$ cat config.mk
export PLATFORM = sky130hd
export DESIGN_NAME = ps2_key_decoder
export DESIGN_NICKNAME = d
export VERILOG_FILES = /design/src/rtl/ps2_key_decoder.sv
export SDC_FILE = /design/constraint.sdc
export NUM_CORES = 1
export LEC_CHECK = 0
export BUFFER_PORTS_ARGS = -buffer_cell sky130_fd_sc_hd__buf_4
export CAP_MARGIN = 25
export CORE_MARGIN = 3
export CORE_UTILIZATION = 40
export CTS_CLUSTER_DIAMETER = 120
export DETAILED_ROUTE_END_ITERATION = 12
export PLACE_DENSITY_LB_ADDON = 0.08
export SLEW_MARGIN = 25
export SYNTH_ARGS = -nofsm -noshare
export SYNTH_HDL_FRONTEND = slang
export SYNTH_SLANG_ARGS = --single-unit
$ cat constraint.sdc
create_clock -name CLOCK_50 -period 5.6 [get_ports CLOCK_50]
set_input_delay 1.12 -clock CLOCK_50 [delete_from_list [all_inputs] [get_ports CLOCK_50]]
set_output_delay 1.12 -clock CLOCK_50 [all_outputs]
set_load 0.01 [all_outputs]
$ cat src/rtl/ps2_key_decoder.sv
// PS/2 scan-code decoder: tracks E0/F0 prefixes, holds up/down/left/right/space state,
// priority-encodes the active key and pulses on every key-state change.
// Optional prefix timeout is enabled with the PS2_PREFIX_TIMEOUT_EN macro.
module ps2_key_decoder #(
  parameter int unsigned TIMEOUT_CYCLES = 32'd2500000
) (
  input  logic       CLOCK_50,
  input  logic       reset,
  input  logic [7:0] received_data,
  input  logic       received_data_en,
  output logic [4:0] key_state,
  output logic       any_key,
  output logic [2:0] active_key,
  output logic       key_event,
  output logic       key_event_make,
  output logic [2:0] key_event_id
);

  typedef enum logic [1:0] {
    ST_IDLE    = 2'd0,
    ST_EXT     = 2'd1,
    ST_BRK     = 2'd2,
    ST_EXT_BRK = 2'd3
  } state_t;

  state_t     state_r;
  state_t     state_next_s;
  logic       timeout_s;
  logic [4:0] key_mask_s;
  logic       is_break_s;
  logic [4:0] key_state_next_s;
  logic       event_s;
  logic       event_make_s;
  logic [2:0] event_id_s;

  // One-hot key_state bit for a scan code; zero for anything that is not a tracked key.
  function automatic logic [4:0] decode_key(input logic [7:0] code);
    case (code)
      8'h75:   decode_key = 5'b00001;
      8'h72:   decode_key = 5'b00010;
      8'h74:   decode_key = 5'b00100;
      8'h6B:   decode_key = 5'b01000;
      8'h29:   decode_key = 5'b10000;
      default: decode_key = 5'b00000;
    endcase
  endfunction

  function automatic logic [2:0] mask_to_id(input logic [4:0] mask);
    case (mask)
      5'b00001: mask_to_id = 3'd1;
      5'b00010: mask_to_id = 3'd2;
      5'b01000: mask_to_id = 3'd3;
      5'b00100: mask_to_id = 3'd4;
      5'b10000: mask_to_id = 3'd5;
      default:  mask_to_id = 3'd0;
    endcase
  endfunction

  // up > down > left > right > space
  function automatic logic [2:0] priority_id(input logic [4:0] ks);
    if (ks[0])      priority_id = 3'd1;
    else if (ks[1]) priority_id = 3'd2;
    else if (ks[3]) priority_id = 3'd3;
    else if (ks[2]) priority_id = 3'd4;
    else if (ks[4]) priority_id = 3'd5;
    else            priority_id = 3'd0;
  endfunction

`ifdef PS2_PREFIX_TIMEOUT_EN
  localparam int unsigned CNT_W = (TIMEOUT_CYCLES > 32'd1) ? $clog2(TIMEOUT_CYCLES) : 32'd1;

  logic [CNT_W-1:0] timeout_cnt_r;

  assign timeout_s = !received_data_en && (state_r != ST_IDLE) &&
                     (timeout_cnt_r == CNT_W'(TIMEOUT_CYCLES - 32'd1));

  // Prefix age counter: runs only while a prefix waits for its next byte.
  always_ff @(posedge CLOCK_50) begin
    if (reset) begin
      timeout_cnt_r <= {CNT_W{1'b0}};
    end else if (received_data_en || (state_r == ST_IDLE) || timeout_s) begin
      timeout_cnt_r <= {CNT_W{1'b0}};
    end else begin
      timeout_cnt_r <= timeout_cnt_r + CNT_W'(1);
    end
  end
`else
  logic [31:0] unused_timeout_s;

  assign unused_timeout_s = TIMEOUT_CYCLES;
  assign timeout_s        = 1'b0;
`endif

  // Prefix state register.
  always_ff @(posedge CLOCK_50) begin
    if (reset) begin
      state_r <= ST_IDLE;
    end else begin
      state_r <= state_next_s;
    end
  end

  // Prefix transitions; a strobe on the timeout cycle wins over the timeout.
  always_comb begin
    state_next_s = state_r;
    if (received_data_en) begin
      case (state_r)
        ST_IDLE: begin
          if (received_data == 8'hE0)      state_next_s = ST_EXT;
          else if (received_data == 8'hF0) state_next_s = ST_BRK;
          else                             state_next_s = ST_IDLE;
        end
        ST_EXT: begin
          if (received_data == 8'hF0)      state_next_s = ST_EXT_BRK;
          else if (received_data == 8'hE0) state_next_s = ST_EXT;
          else                             state_next_s = ST_IDLE;
        end
        ST_BRK: begin
          if (received_data == 8'hE0)      state_next_s = ST_EXT_BRK;
          else if (received_data == 8'hF0) state_next_s = ST_BRK;
          else                             state_next_s = ST_IDLE;
        end
        ST_EXT_BRK: begin
          if ((received_data == 8'hE0) || (received_data == 8'hF0)) state_next_s = ST_EXT_BRK;
          else                                                       state_next_s = ST_IDLE;
        end
        default: state_next_s = ST_IDLE;
      endcase
    end else if (timeout_s) begin
      state_next_s = ST_IDLE;
    end else begin
      state_next_s = state_r;
    end
  end

  // Key-state update and event generation for the byte on this strobe.
  always_comb begin
    key_mask_s       = decode_key(received_data);
    is_break_s       = (state_r == ST_BRK) || (state_r == ST_EXT_BRK);
    key_state_next_s = key_state;
    event_s          = 1'b0;
    event_make_s     = key_event_make;
    event_id_s       = key_event_id;
    if (received_data_en && (key_mask_s != 5'b00000)) begin
      if (is_break_s) begin
        key_state_next_s = key_state & ~key_mask_s;
      end else begin
        key_state_next_s = key_state | key_mask_s;
      end
      if (key_state_next_s != key_state) begin
        event_s      = 1'b1;
        event_make_s = !is_break_s;
        event_id_s   = mask_to_id(key_mask_s);
      end else begin
        event_s      = 1'b0;
      end
    end else begin
      key_state_next_s = key_state;
    end
  end

  // Registered outputs, all derived from the next key state.
  always_ff @(posedge CLOCK_50) begin
    if (reset) begin
      key_state      <= 5'b00000;
      any_key        <= 1'b0;
      active_key     <= 3'd0;
      key_event      <= 1'b0;
      key_event_make <= 1'b0;
      key_event_id   <= 3'd0;
    end else begin
      key_state      <= key_state_next_s;
      any_key        <= |key_state_next_s;
      active_key     <= priority_id(key_state_next_s);
      key_event      <= event_s;
      key_event_make <= event_make_s;
      key_event_id   <= event_id_s;
    end
  end

endmodule

# ---- Yosys cells after proc, flatten, opt, wreduce, memory -nomap -nowiden
# Index checks and enable logic that the tools add are counted.
dict set report op_classes {
  reduce_logical 11
  n_eq_ne 16
  mux 18
  n_bitwise 4
}
# cell n
set ops {}
lappend ops {{$eq A8 B7 Y1 const B} 4}
lappend ops {{$pmux W5 S5} 1}
lappend ops {{$eq A8 B8 Y1 const B} 2}
lappend ops {{$mux W5} 3}
lappend ops {{$pmux W3 S5} 1}
lappend ops {{$mux W2} 7}
lappend ops {{$eq A8 B6 Y1 const B} 1}
lappend ops {{$pmux W2 S4} 1}
lappend ops {{$mux W3} 2}
lappend ops {{$and A5 B5 Y5} 1}
lappend ops {{$eq A5 B1 Y1 const B} 1}
lappend ops {{$eq A5 B2 Y1 const B} 1}
lappend ops {{$eq A5 B3 Y1 const B} 1}
lappend ops {{$eq A5 B4 Y1 const B} 1}
lappend ops {{$eq A5 B5 Y1 const B} 1}
lappend ops {{$ne A5 B5 Y1} 1}
lappend ops {{$not A5 Y5} 1}
lappend ops {{$or A5 B5 Y5} 1}
lappend ops {{$reduce_bool A5 Y1} 1}
lappend ops {{$reduce_or A5 Y1} 1}
lappend ops {{$eq A2 B2 Y1 const B} 2}
lappend ops {{$reduce_or A2 Y1} 2}
lappend ops {{$reduce_or A4 Y1} 1}
lappend ops {{$mux W1} 3}
lappend ops {{other kinds (7)} 8}
dict set report word_totals {
  ff_bits 16
  in_bits 11
}

# ---- Logic depth before layout (Yosys ltp)
dict set report depth {
  ltp_word 12
  depth_mapped 6
}

# ---- Worst setup path before layout
# OpenSTA, ideal clock, no wires.
dict set report synth_timing {
  path_type {in2reg}
  startpoint {in received_data[0]}
  endpoint {reg key_event_id[0]}
  path_stages 6
  path_buffers 1
  setup_slack_ns 3.012
  t_required_ns 5.477
  arrival_time_ns 2.465
  cell_sequence {buf_6 > or3b_1 > a211o_1 > a21boi_2 > o21ai_2 > mux2_1}
}
dict set report synth_via {
  elab_chain_cells 8
}
# item line
set synth_rtl {}
lappend synth_rtl {{start, declared} 9} ;# input logic [7:0] received_data,
lappend synth_rtl {{$eq A8 B6 Y1 / $eq A8 B7 Y1 (equally long branches)} 38} ;# case (code)
lappend synth_rtl {{$pmux W5 S5 (*)} 38}
lappend synth_rtl {{$not A5 Y5} 146} ;# key_state_next_s = key_state & ~key_mask_s;
lappend synth_rtl {{$and A5 B5 Y5} 146}
lappend synth_rtl {{$mux W5} 145} ;# if (is_break_s) begin
lappend synth_rtl {{$mux W5} 144} ;# if (received_data_en && (key_mask_s != 5'b00000)) begin
lappend synth_rtl {{$ne A5 B5 Y1} 150} ;# if (key_state_next_s != key_state) begin
lappend synth_rtl {{$reduce_and A2 Y1 (no line)} n/a}
lappend synth_rtl {{end signal, assigned} 177} ;# key_event_id <= event_id_s;
lappend synth_rtl {{end, declared} 16} ;# output logic [2:0] key_event_id
# Every way passes the cells marked *; elsewhere a longest branch is shown, timed or not. The select of a mux whose other input is x is not followed.
# A chain may end at the register's enable or synchronous reset.

# ---- Worst setup path after layout
dict set report layout_timing {
  startpoint {in received_data[1]}
  endpoint {reg key_event_id[0]}
}
# Same word-level chain as after synthesis.

==> results.ini <==
[cells_and_area]
drive_gt1_frac=0.2712
antenna_cells=0
final_common_cell=buf_4
syn2layout_area_growth_pct=24.81
fillers=194
fin_nets=130
final_cell_mix=buf_4 (24), dfxtp_1 (15), nor2_1 (7)

[die]
fp.dieW_um=52.02
fp.dieH_um=52.02
rows=16
die_area_mm2=0.002706
start_util=0.4274
core_area_mm2=0.001982
io_pins=25

[cts]
clk-insertion-delay-late_ns=0.28
cts.sinks=15
tritoncts=done
clk_pin_slew_ns=0.08
cts_root_buf=clkbuf_4
cts_buffer_depth=2
post_cts_buffers=0
cts_buffers=3
hold_buffers=0
ctsResizeCount=0
htreeDepth=1

[detailed_routing]
vias_per_cell=5.593
ant_nets=0
wl_per_cell_um=13.94
drc=0
first_iter_violations=8
via_count=811
firstDrtPassIters=4
drt-total-wl_um=2021

[synth]
syn_nets=107
netlist_instances=96
ys_warn_count=0
yosysSeqAreaShare=0.3545
synth_seq_cells=15
synth_area_per_cell_um2=8.824
synth_cell_types=39
syn-cell-area_um2=847.1

[critical_path]
cp.depth=6
r2r-start=state_r[1]$_SDFFE_PP0P_
r2r_cells=5
cp_top_family=compound AO/OA/AOI/OAI gates
crit_buf_inv=1
cp-start-kind=input pin
worstPathArrival_ns=2.66
critical_path_class=input pin to flop
required_ns=5.77
critPathLaunch=received_data[1]
slowest_stage=nor3b_1
cp_cell_sequence=buf_4, nor3b_1, a22oi_1, o32ai_1, o21ai_2, mux2_1
cp-end-kind=flop
reg2reg_slack_ns=3.81
crit_end=key_event_id[0]$_SDFFE_PP0P_
cpPeakStageDelay_ns=0.51
r2r_end=key_event_id[0]$_SDFFE_PP0P_
cp_max_fo=9

[sta]
maxSlewViolCount=0
finalClockSkew_ns=0.003726
rsz0062_at_grt=false
finalHoldViolCount=0
fin_crit_sh=0.4454
min_period_ns=2.494
tns_ns=0
fmax_mhz=401.0
final-setup-viol-count=0
worstMarginPinSlew_ns=0.5823
slew_headroom=0.6110

[power]
p_leak_nw=0.4446
p_per_area_mw_per_mm2=180.9
power_w=0.0001912
vdd_drop_max_mv=0.1130

[global_route]
antenna_found_initial=0
grt_max_degree=20
grt_pass1_vias=762
grt_usage=0.1637
grt_pass1_wl_um=3325
grt_overflow=0

[hold_path]
hold_path_depth=2
hp-class=flop to flop

[placement]
gp_congestion=0.8777
dp_hpwl_um=1524
portBuffers=24

[run_status]
status=completed

[run]
cap_violations=0

## cell usage after synthesis, drive strengths merged
cell type	n	area share
o22ai	2	0.015
clkbuf	4	0.018
and2b	1	0.0089
nor4b	2	0.021
a21boi	1	0.013
nand4	3	0.022
a31oi	1	0.0074
nand2b	5	0.037
o21ai	1	0.010
buf	2	0.018
nor2b	6	0.044
a31o	1	0.010
nand2	3	0.013
nor3b	1	0.0089
and3	1	0.0074
mux2	3	0.040
mux2i	5	0.059
or4b	1	0.012
and2	1	0.0074
nand4b	3	0.031
nand3	3	0.018
inv	4	0.018
nor2	7	0.031
a21oi	6	0.035
o211ai	1	0.0089
or3b	1	0.010
and4bb	1	0.015
a22oi	1	0.0089
and4b	1	0.012
a211o	1	0.010
nor3	1	0.0059
o32ai	2	0.021
nand3b	1	0.0089
a221oi	2	0.021
o41ai	1	0.010
a21o	1	0.0089
dfxtp	15	0.35
## state kept, by name (all words and copies together) (netlist names)
| signal | flops |
|---|---|
| active_key | 3 |
| state_r | 1 |
| key_event_id | 3 |
| key_state | 5 |
| any_key | 1 |
| key_event | 1 |
| key_event_make | 1 |
## worst min-delay path, delay by kind of cell (launching register included)
| kind | cells | cell delay [ns] |
|---|---|---|
| AO/OA/AOI/OAI | 1 | 0.05 |
| flip-flops | 1 | 0.31 |
| buffers and inverters | 1 | 0.04 |
## metal layers
metal,share of wire,GRT usage,up-vias
met4,0.014,0.07860,0
li1,-,-,401
met2,0.46,0.2448,19
met1,0.48,0.2188,387
met3,0.046,0.03725,4
met5,0,0,-
## worst min-delay path by stage
| stage | slack (ns) | startpoint | end |
|---|---|---|---|
| floorplan | 0.46 | key_event_make$_SDFFE_PP0P_ | key_event_make$_SDFFE_PP0P_ |
| global placement | 0.45 | key_event_make$_SDFFE_PP0P_ | key_event_make$_SDFFE_PP0P_ |
| detailed placement | 0.44 | key_event_make$_SDFFE_PP0P_ | key_event_make$_SDFFE_PP0P_ |
| CTS | 0.45 | key_event_make$_SDFFE_PP0P_ | key_event_make$_SDFFE_PP0P_ |
| global route | 0.51 | key_event_make$_SDFFE_PP0P_ | key_event_make$_SDFFE_PP0P_ |
| finish | 0.44 | key_event_make$_SDFFE_PP0P_ | key_event_make$_SDFFE_PP0P_ |
## metrics by stage
stage	cells	utilization	worst slack (ns)	cell area, um2	hold slack (ns)
after floorplan	96	-	3.012	847.1	0.4648
after global placement	141	0.5202	2.852	1031	0.4464
after detailed placement	141	0.5202	2.844	1031	0.4363
after CTS	145	0.5335	3.125	1057	0.4495
after global routing	145	0.5335	2.996	1057	0.5130
final	145	0.5335	3.106	1057	0.4448
## kinds of logic (layout without fill, tap and decap cells)
| kind of cell | after synthesis | in the layout | synth area share |
|---|---|---|---|
| flops | 15 | 15 | 0.3545 |
| mux | 8 | 8 | 0.09897 |
| buf+inv | 10 | 32 | 0.05316 |
| compound gates | 21 | 21 | 0.1802 |
| simple gates | 42 | 42 | 0.3132 |
## final cells by class
class,instances,area [um2],share of cell area
Clock buffer,4,26.28,0.02485
Inverter,4,15.01,0.01420
Sequential cell,15,300.3,0.2840
Multi-Input combinational cell,71,501.7,0.4746
Timing Repair Buffer,24,180.2,0.1704
Tap cell,27,33.78,0.03195
## power by group
part	internal, W	switching [W]	total (W)
Clock	0.0000276	0.0000329	0.0000605
Combinational	0.0000104	0.0000125	0.0000229
Sequential	0.000107	0.000000713	0.000108
Power figures use the tool's default switching activity.
